**src/rtl/cook_timer_ctrl_if.sv**
```systemverilog
// Keypad/door inputs and the digit-counter chain bus of the cook timer controller.
// The controller connects through the slave modport; its environment uses master.
interface cook_timer_ctrl_if;
    logic        key_valid;
    logic [3:0]  key_digit;
    logic        start;
    logic        pause;
    logic        cancel;
    logic        door_closed;
    logic [3:0]  cnt_zero;
    logic [3:0]  cnt_load;
    logic [3:0]  cnt_stop;
    logic [15:0] cnt_value;
    logic        heater_on;
    logic        done;
    logic [1:0]  state;

    modport master (
        output key_valid,
        output key_digit,
        output start,
        output pause,
        output cancel,
        output door_closed,
        output cnt_zero,
        input  cnt_load,
        input  cnt_stop,
        input  cnt_value,
        input  heater_on,
        input  done,
        input  state
    );

    modport slave (
        input  key_valid,
        input  key_digit,
        input  start,
        input  pause,
        input  cancel,
        input  door_closed,
        input  cnt_zero,
        output cnt_load,
        output cnt_stop,
        output cnt_value,
        output heater_on,
        output done,
        output state
    );
endinterface

```
**src/rtl/cook_timer_ctrl.sv**
```systemverilog
// Cook timer sequencer: keypad entry, MM:SS digit loading, 1 s down-pacing with
// borrow/59-wrap, pause/door/cancel handling and completion flag.
//
// state   | meaning
// --------+-------------------------------------------------------------
// IDLE    | collecting keys into kbuf, digits held
// LOAD    | one cycle: parallel-load kbuf (sec tens clamped) into digits
// RUN     | heater on, prescaler running, digits paced down each tick
// PAUSED  | heater off, digits and prescaler frozen
// DONE    | count reached 00:00, done flag high
module cook_timer_ctrl #(
    parameter int TICKS_PER_SEC = 100
) (
    input  logic              clk,
    input  logic              clear,
    cook_timer_ctrl_if.slave  bus
);

    localparam int PW = (TICKS_PER_SEC > 1) ? $clog2(TICKS_PER_SEC) : 1;
    localparam logic [PW-1:0] TICK_LAST = PW'(TICKS_PER_SEC - 1);

    typedef enum logic [2:0] {
        ST_IDLE   = 3'd0,
        ST_LOAD   = 3'd1,
        ST_RUN    = 3'd2,
        ST_PAUSED = 3'd3,
        ST_DONE   = 3'd4
    } state_t;

    state_t        state_q;
    state_t        state_d;
    logic [15:0]   kbuf_q;
    logic [15:0]   kbuf_d;
    logic [PW-1:0] presc_q;
    logic [PW-1:0] presc_d;
    logic          heater_q;
    logic          done_q;

    logic          tick;
    logic          key_ok;
    logic          all_zero;
    logic [3:0]    sec_tens_clamped;
    logic [15:0]   load_value;
    logic [3:0]    cnt_load_c;
    logic [3:0]    cnt_stop_c;
    logic [15:0]   cnt_value_c;
    logic [1:0]    state_code;

    assign tick             = (presc_q == TICK_LAST);
    assign key_ok           = bus.key_valid && (bus.key_digit <= 4'd9);
    assign all_zero         = (bus.cnt_zero == 4'b1111);
    assign sec_tens_clamped = (kbuf_q[7:4] > 4'd5) ? 4'd5 : kbuf_q[7:4];
    assign load_value       = {kbuf_q[15:8], sec_tens_clamped, kbuf_q[3:0]};

    always_ff @(posedge clk) begin
        if (clear) begin
            state_q  <= ST_IDLE;
            kbuf_q   <= '0;
            presc_q  <= '0;
            heater_q <= 1'b0;
            done_q   <= 1'b0;
        end else begin
            state_q  <= state_d;
            kbuf_q   <= kbuf_d;
            presc_q  <= presc_d;
            heater_q <= (state_d == ST_RUN);
            done_q   <= (state_d == ST_DONE);
        end
    end

    always_comb begin
        state_d     = state_q;
        kbuf_d      = kbuf_q;
        presc_d     = presc_q;
        cnt_load_c  = 4'b0000;
        cnt_stop_c  = 4'b1111;
        cnt_value_c = 16'h0000;

        if (bus.cancel) begin
            // Cancel wins everywhere: drop the entry and load zeros into every digit.
            state_d    = ST_IDLE;
            kbuf_d     = '0;
            cnt_load_c = 4'b1111;
            cnt_stop_c = 4'b0000;
        end else begin
            unique case (state_q)
                ST_IDLE: begin
                    if (bus.start && bus.door_closed && (kbuf_q != 16'h0000)) begin
                        state_d = ST_LOAD;
                    end else if (key_ok) begin
                        kbuf_d = {kbuf_q[11:0], bus.key_digit};
                    end
                end

                ST_LOAD: begin
                    cnt_load_c  = 4'b1111;
                    cnt_stop_c  = 4'b0000;
                    cnt_value_c = load_value;
                    presc_d     = '0;
                    state_d     = ST_RUN;
                end

                ST_RUN: begin
                    if (all_zero) begin
                        state_d = ST_DONE;
                    end else if (bus.pause || !bus.door_closed) begin
                        state_d = ST_PAUSED;
                    end else begin
                        presc_d = tick ? '0 : presc_q + PW'(1);
                        if (tick) begin
                            cnt_stop_c[0] = 1'b0;
                            if (bus.cnt_zero[0]) begin
                                cnt_stop_c[1] = 1'b0;
                                // Seconds tens borrows from 0 back to 5, not 9.
                                if (bus.cnt_zero[1]) begin
                                    cnt_load_c[1]     = 1'b1;
                                    cnt_value_c[7:4]  = 4'd5;
                                end
                            end
                            if (&bus.cnt_zero[1:0]) cnt_stop_c[2] = 1'b0;
                            if (&bus.cnt_zero[2:0]) cnt_stop_c[3] = 1'b0;
                        end
                    end
                end

                ST_PAUSED: begin
                    if (bus.door_closed && !bus.pause && bus.start) begin
                        state_d = ST_RUN;
                    end
                end

                ST_DONE: begin
                    if (!bus.door_closed) begin
                        state_d = ST_IDLE;
                    end
                end

                default: begin
                    state_d = ST_IDLE;
                end
            endcase
        end
    end

    always_comb begin
        unique case (state_q)
            ST_IDLE:   state_code = 2'd0;
            ST_LOAD:   state_code = 2'd1;
            ST_RUN:    state_code = 2'd1;
            ST_PAUSED: state_code = 2'd2;
            ST_DONE:   state_code = 2'd3;
            default:   state_code = 2'd0;
        endcase
    end

    assign bus.cnt_load  = cnt_load_c;
    assign bus.cnt_stop  = cnt_stop_c;
    assign bus.cnt_value = cnt_value_c;
    assign bus.heater_on = heater_q;
    assign bus.done      = done_q;
    assign bus.state     = state_code;

endmodule

```
**src/flat_wrapper.sv**
```systemverilog
// flat-port wrapper written by rule: the top's interface ports become plain ports
module cook_timer_ctrl_flat 
#(
    parameter int TICKS_PER_SEC = 100
)
  (clk, clear, bus_key_valid, bus_key_digit, bus_start, bus_pause, bus_cancel, bus_door_closed, bus_cnt_zero, bus_cnt_load, bus_cnt_stop, bus_cnt_value, bus_heater_on, bus_done, bus_state);
  cook_timer_ctrl_if bus_i ();
  input  logic clk;
  input  logic clear;
  input wire logic [$bits(bus_i.key_valid)-1:0] bus_key_valid;
  input wire logic [$bits(bus_i.key_digit)-1:0] bus_key_digit;
  input wire logic [$bits(bus_i.start)-1:0] bus_start;
  input wire logic [$bits(bus_i.pause)-1:0] bus_pause;
  input wire logic [$bits(bus_i.cancel)-1:0] bus_cancel;
  input wire logic [$bits(bus_i.door_closed)-1:0] bus_door_closed;
  input wire logic [$bits(bus_i.cnt_zero)-1:0] bus_cnt_zero;
  output wire logic [$bits(bus_i.cnt_load)-1:0] bus_cnt_load;
  output wire logic [$bits(bus_i.cnt_stop)-1:0] bus_cnt_stop;
  output wire logic [$bits(bus_i.cnt_value)-1:0] bus_cnt_value;
  output wire logic [$bits(bus_i.heater_on)-1:0] bus_heater_on;
  output wire logic [$bits(bus_i.done)-1:0] bus_done;
  output wire logic [$bits(bus_i.state)-1:0] bus_state;
  assign bus_i.key_valid = bus_key_valid;
  assign bus_i.key_digit = bus_key_digit;
  assign bus_i.start = bus_start;
  assign bus_i.pause = bus_pause;
  assign bus_i.cancel = bus_cancel;
  assign bus_i.door_closed = bus_door_closed;
  assign bus_i.cnt_zero = bus_cnt_zero;
  assign bus_cnt_load = bus_i.cnt_load;
  assign bus_cnt_stop = bus_i.cnt_stop;
  assign bus_cnt_value = bus_i.cnt_value;
  assign bus_heater_on = bus_i.heater_on;
  assign bus_done = bus_i.done;
  assign bus_state = bus_i.state;
  cook_timer_ctrl #(.TICKS_PER_SEC(TICKS_PER_SEC)) u_core (.clk(clk), .clear(clear), .bus(bus_i));
endmodule
```
**config.mk**
```make
export PLATFORM = sky130hd
export DESIGN_NAME = cook_timer_ctrl_flat
export DESIGN_NICKNAME = d
export VERILOG_FILES = /design/src/rtl/cook_timer_ctrl_if.sv /design/src/rtl/cook_timer_ctrl.sv /design/src/flat_wrapper.sv
export SDC_FILE = /design/constraint.sdc
export NUM_CORES = 1
export LEC_CHECK = 0
export CORE_MARGIN = 2
export CORE_UTILIZATION = 43
export CTS_CLUSTER_DIAMETER = 30
export DETAILED_ROUTE_END_ITERATION = 12
export PLACE_DENSITY = 0.75
export SLEW_MARGIN = 20
export SYNTH_ARGS = -nofsm -noshare
export SYNTH_HDL_FRONTEND = slang
export SYNTH_SLANG_ARGS = --single-unit
export TNS_END_PERCENT = 30
```
**constraint.sdc**
```tcl
create_clock -name clk -period 1.8 [get_ports clk]
set_input_delay 0.18 -clock clk [delete_from_list [all_inputs] [get_ports clk]]
set_output_delay 0.18 -clock clk [all_outputs]
set_load 0.02 [all_outputs]
```
======== Word-level counts from Yosys, hierarchy flattened ========
Cells that the tools add are included.
cells by class
  add/subtract/negate cells ............... 1
  $mul .................................... 0
  divide/modulo/power cells ............... 0
  order comparisons ....................... 2
  equality and inequality tests ........... 10
  shift operators ......................... 0
  multiplexer cells ....................... 39
  bitwise operators ....................... 2
  reductions and logical operators ........ 17
operators by type and width
  operator                                                        number
  two-way mux 4 bit                                               11
  two-way mux 3 bit                                               7
  two-way mux 7 bit                                               3
  two-way mux 16 bit                                              1
  case mux 4 bit (2 select lines)                                 2
  nonzero test 16 bit                                             1
  case mux 3 bit (5 select lines)                                 1
  case mux 7 bit (2 select lines)                                 1
  == test 3 x 2 -> 1 bit (second input constant)                  3
  two-way mux 1 bit                                               9
  two-way mux 8 bit                                               1
  adder 7 x 1 -> 7 bit (second input constant)                    1
  == test 7 bit (second input constant)                           1
  == test 3 bit (second input constant)                           2
  case mux 2 bit (3 select lines)                                 1
  AND reduction 3 bit                                             2
  logical AND 1 bit                                               5
  == test 4 bit (second input constant)                           1
  greater-than comparator 4 x 3 -> 1 bit (second input constant)  1
  less-or-equal comparator 4 bit (second input constant)          1
  != test 2 bit (second input constant)                           2
  AND reduction 4 bit                                             1
  OR reduction 2 bit                                              2
  == test 3 x 1 -> 1 bit (second input constant)                  1
  other kinds (8)                                                 10
word-level totals
  flip-flop bits (word level) ............. 28
  latch bits .............................. 0
  bits in writable memories ............... 0
  bits in read-only memories .............. 0
  input bits .............................. 15
  word-level logic and storage cells ...... 76
  memories ................................ 0

======== Depth between registers and ports, before layout ========
Gate-level depths: netlist of run 1.
  depth in word-level cells ............... 7
  mapped depth ............................ 6
  mapped depth without buffers ............ 5

======== Least setup slack after synthesis of run 1 ========
OpenSTA, ideal clock, no wires.
  kind .................................... register to output
  from .................................... register u_core.presc_q[0]
  to ...................................... output port bus_cnt_value[4]
  data arrival time ....................... 1706 ps
  required time ........................... 1620 ps
  path slack .............................. -86 ps
  stages on the path, launching flop included .. 6
  cell sequence ........................... dfxtp_1 -> ha_1 -> nor2b_1 -> nand2_1 -> or4b_4 -> a21oi_2
between the ends
  longest elaborated chain between the ends .. 6
RTL lines
  what                             RTL line                RTL
  start, declared                  cook_timer_ctrl.sv:34   logic [PW-1:0] presc_q;
  start signal, assigned           cook_timer_ctrl.sv:65   presc_q <= presc_d;
  == test 7 bit                    cook_timer_ctrl.sv:49   assign tick = (presc_q == TICK_LAST);
  two-way mux 4 bit                cook_timer_ctrl.sv:110  if (tick) begin
  two-way mux 4 bit                cook_timer_ctrl.sv:106  end else if (bus.pause || !bus.door_closed) begin
  two-way mux 4 bit                cook_timer_ctrl.sv:104  if (all_zero) begin
  case mux 4 bit (2 select lines)  cook_timer_ctrl.sv:86   unique case (state_q)
  two-way mux 16 bit               cook_timer_ctrl.sv:79   if (bus.cancel) begin
  end, declared                    flat_wrapper.sv:19      output wire logic [$bits(bus_i.cnt_value)-1:0] bus_cnt_value;
Every way passes these cells.

======== Worst setup path after layout of run 1 ========
  from .................................... register u_core.state_q[2]
  to ...................................... output port bus_cnt_stop[2]
between the ends
  longest elaborated chain between the ends .. 3
  elaborated cells on any way between the ends .. 4
  classes of those cells .................. 2 x eq/ne; 2 x mux
RTL lines
  what                                                                     RTL line               RTL
  start, declared                                                          cook_timer_ctrl.sv:30  state_t state_q;
  start signal, assigned                                                   cook_timer_ctrl.sv:63  state_q <= state_d;
  == test 3 x 2 -> 1 bit / == test 3 x 1 -> 1 bit (equally long branches)  cook_timer_ctrl.sv:86
  case mux 4 bit (2 select lines) *                                        cook_timer_ctrl.sv:86
  two-way mux 4 bit *                                                      cook_timer_ctrl.sv:79
  end, declared                                                            flat_wrapper.sv:18     output wire logic [$bits(bus_i.cnt_stop)-1:0] bus_cnt_stop;
Every way passes the cells marked *; elsewhere a longest branch is shown, timed or not.

==> results by stage, run 1 <==
Outcome:
- The run finished, with violations left.
- The final reports fail on negative setup slack.

Final layout:
- The area taken by flip-flops and latches is 568 sq um.
- The share of the core filled with cells is 72.5%.
- The area occupied by multi-input gates is 1090 sq um.
- In the layout the commonest cells are sky130_fd_sc_hd__buf_4 (40), sky130_fd_sc_hd__dfxtp_1 (22), sky130_fd_sc_hd__nand2_1 (21).
- Fill cells in the final layout number 243.
- With fillers left out, the area of the finished cells amounts to 2480 sq um.
- The antenna cell count is 0.
- Of the cells placed in the final design, the portion with a size suffix greater than 1 is 40.0%.
- The library cell used most frequently in the layout, excluding fill and tap cells, is sky130_fd_sc_hd__buf_4.
- For this run, the post-layout net count is 267.
- The area growth from synthesis to layout is 57.8%.

Placed design:
- The number of I/O port buffers is 41.
- In this run the cell area measured after placement is 2230 sq um.
- Detailed placement finished with a half-perimeter wire length of 3.44 mm.
- Routability-driven placement finished with a final weighted congestion of 0.912.

Floorplanning:
- The die covers 4150 sq um.
- Row generation in the floorplan step produced 21 rows.
- The horizontal die dimension is 64.4 microns.
- The number of top-level pins is 43.
- For this configuration, the core starts out at a cell density of 45.9%.
- The die is 64.4 microns tall.
- The area of the core is 3420 sq um.

Synth:
- The flip-flop and latch count after synthesis is 28.
- In this run the cell area of the synthesized design comes to 1570 sq um.
- The number of enable flip-flop cells after synthesis is 0.
- When the netlist entered floorplanning its net count stood at 198.
- Sequential elements use 35.7% of the synthesized area.
- Counting flops with an async set or reset pin after synthesis yields a share of 0%.
- The number of distinct library cells after synthesis is 49.
- The instance count of the mapped netlist is 182.
- A synthesized cell averages 8.62 sq um.
- The number of warning messages in the yosys log is 0.
- For this run, the leading register cell type out of synthesis is sky130_fd_sc_hd__dfxtp_1.

STA:
- The setup TNS after final layout is -4200 ps.
- Once routing completed, OpenROAD measured the worst setup slack at -354 ps.
- For this run, the top clock speed supported by timing is 464 MHz.
- The final critical-path share of the clock period is 120%.
- Setup violations remaining at the end of the flow were counted as 25.
- The setup skew after layout is 9.36 ps.
- Setup repair after global routing could not meet its margin everywhere.
- After layout, the minimum clock period comes to 2150 ps.
- The number of hold violations in the final report is 0.
- The post-route worst hold slack is 359 ps.
- The total count of max-transition violations in the final report came to 0.

Worst setup path:
- The gate family responsible for the most delay along the worst path is simple AND/OR/NAND/NOR gates.
- The cell count of the worst reg-to-reg path is 7.
- The type of origin of the critical path is a flop.
- The launching element of the worst setup path is u_core.state_q[2].
- The worst setup path is captured at an output pin.
- STA puts the critical path data required time at 1620 ps.
- The signal on the critical path passes through or3b_4 > or4b_4 > nor2b_4 > buf_6.
- The startpoint of the worst-slack reg-to-reg timing path is u_core.state_q[2].
- The data arrival time at the worst-slack endpoint is 1970 ps.
- The type of the setup path with the least slack is reg2out.
- On the worst path, the slowest cell contributes a delay of 560 ps.
- The slowest library cell on the worst path is sky130_fd_sc_hd__or4b_4.
- Of all nets on the critical path, the largest fanout is 4.
- In this run the number of cells on the critical path is 4.
- The count of buffering cells on the critical path with inverters included is 1.

Pwr:
- For this design the ratio of total power to cell area is 512 nW/um^2.
- In this run, the combinational gates consume 15.3% of the power.
- The switching portion of total power is 25.4%.
- Summed over all nets, the switching power comes to 0.000322 W.
- The leakage power is 0.949 nW.
- Across the VDD grid, the largest voltage drop is 0.000313 V.
- The clock network accounts for 35.2% of the total power.
- Of the total power, registers draw 49.5%.
- Cell internal power was estimated by the tool at 0.000945 W.

Drt:
- For this block, the routed nets add up to 5.04 mm of wire.
- Using the TritonRoute via totals, the vias-per-cell ratio works out to 5.67.
- The starting DRC count in detailed routing is 102.
- The via count is 1677.
- The average wire per standard cell is 17.0 microns.
- The count of nets left with antenna violations once routing finished came out at 0.
- The DRC violation count after routing is 0.
- For this run, the detailed router's first-pass iteration total came to 4.

Global routing:
- The total global routing track utilization is 25.2%.
- The first global-routing pass estimated 8.07 mm of wire.
- The number of global-route vias before repair came to 1653.
- The total congestion overflow after global routing is 0.
- The initial antenna violation count came to 0.
- The maximum number of pins on one net before global-route repair is 22.

Clock tree:
- The number of clock buffers added by TritonCTS is 3.
- The clock tree buffer depth is 2.
- Clock-pin slew was measured on the worst setup and hold paths at 170 ps.
- The hold-fix buffer count after cts is 0.
- The TritonCTS clock tree is yes.
- The clock drives 28 sinks.
- The number of H-tree levels is 1.
- The later pin in the worst-skew pair is clocked with a latency of 360 ps.
- The root buffer cell chosen for the clock tree is sky130_fd_sc_hd__clkbuf_4.

Job:
- The max-capacitance violation count is 0.

Hold path:
- The worst hold path cell count is 3.
- The launch instance of the worst min-delay path is bus_key_digit[0].
- The worst hold path class is in2reg.
-- final timing paths --
kind,endpoint,slack (ps)
max reg2reg,u_core.presc_q[6],-10
min,u_core.kbuf_q[0],360
max,bus_cnt_stop[2],-350
min reg2reg,u_core.kbuf_q[15],520
-- worst register-to-register path, stage by stage, from the launching register on --
cell and delay, ps:
sky130_fd_sc_hd__dfxtp_2 370, sky130_fd_sc_hd__or3b_4 410, sky130_fd_sc_hd__buf_6 140, sky130_fd_sc_hd__buf_4 140, sky130_fd_sc_hd__a21oi_4 230, sky130_fd_sc_hd__buf_4 170, sky130_fd_sc_hd__a2111oi_4 60, sky130_fd_sc_hd__o32ai_2 220
-- final cells by class --
class	count	share of cell area, %
Tap cell	46	2.32
Multi-Input combinational cell	138	44.0
Clock inverter	1	1.21
Inverter	4	0.606
Clock buffer	3	0.910
Timing Repair Buffer	76	28.0
Sequential cell	28	22.9
-- Yosys cell counts, drive strengths merged, types with 2 or more instances --
master	count	share of area [%]
o31ai	2	0.96
nor2b	3	1.7
or3	6	2.4
clkbuf	7	1.7
and2	14	5.6
nand2b	3	1.2
inv	4	0.96
o211ai	4	1.9
a41oi	2	1.6
buf	5	2.5
o32ai	4	2.2
nor2	10	2.6
nor4	8	3.2
nand3	3	0.96
nand2	23	5.5
and2b	2	0.96
nand3b	2	0.96
a21oi	9	4.1
dfxtp	28	36
mux2i	12	7.7
o21ai	7	2.2
a2111oi	4	2.2
nand4b	2	1.1
-- metrics by stage --
stage	setup WS, ps	instances	total power (W)
floorplan	35.7	182	0.000727
global placement	-555	286	0.000817
detailed placement	-581	286	0.000822
CTS	-367	291	0.00125
global route	-412	296	0.00130
finish	-354	296	0.00127
-- state kept, by name, indices dropped and copies added, names as in the netlist --
name                  count
u_core.presc_q            7
u_core.bus.heater_on      1
u_core.bus.done           1
u_core.kbuf_q            16
u_core.state_q            3
-- kinds of logic (layout without fill, tap and decap cells) --
family	count (synthesis)	in the layout	share of synthesized area, %
buf+inv	16	84	5.10
compound gates	37	37	17.9
fa+ha+maj	1	1	0.797
other cells	1	1	0.239
mux	13	13	8.37
flops	28	28	35.7
simple gates	86	86	31.9
-- per-layer routing --
metal / up-vias / part of all wire (%) / track usage [%]
met1: 790 / 42 / 31.9
met4: 0 / 2.9 / 15.4
met3: 10 / 6.3 / 3.35
met5: - / 0 / 0
li1: 804 / - / -
met2: 73 / 49 / 40.5
-- power by group through the flow --
stage          registers (W)  clock network [W]   logic, W
3_3_place_gp        0.000640                  0   0.000177
3_5_place_dp        0.000640                  0   0.000183
5_1_grt             0.000628           0.000463   0.000204
4_1_cts             0.000627           0.000443   0.000181
6_report            0.000627           0.000446   0.000193
2_1_floorplan       0.000639                  0  0.0000877
-- repair_timing --
| item | 4_1_cts | 5_1_grt |
|---|---|---|
| resized for setup | 126 | 40 |
| buffers inserted | 1 | 5 |
| pin swaps | 2 | 6 |
| endpoints found under the setup margin | 26 | 40 |
(Power assumes the default switching activity.)
==> inputs of run 2 (changes only) <==
--- a/config.mk
+++ b/config.mk
@@ -5,6 +5,7 @@
 export SDC_FILE = /design/constraint.sdc
 export NUM_CORES = 1
 export LEC_CHECK = 0
+export CAP_MARGIN = 20
 export CORE_MARGIN = 2
 export CORE_UTILIZATION = 43
 export CTS_CLUSTER_DIAMETER = 30
==> results of run 2 <==
Same layout as run 1: the final DEF is identical, and so are final timing and power.
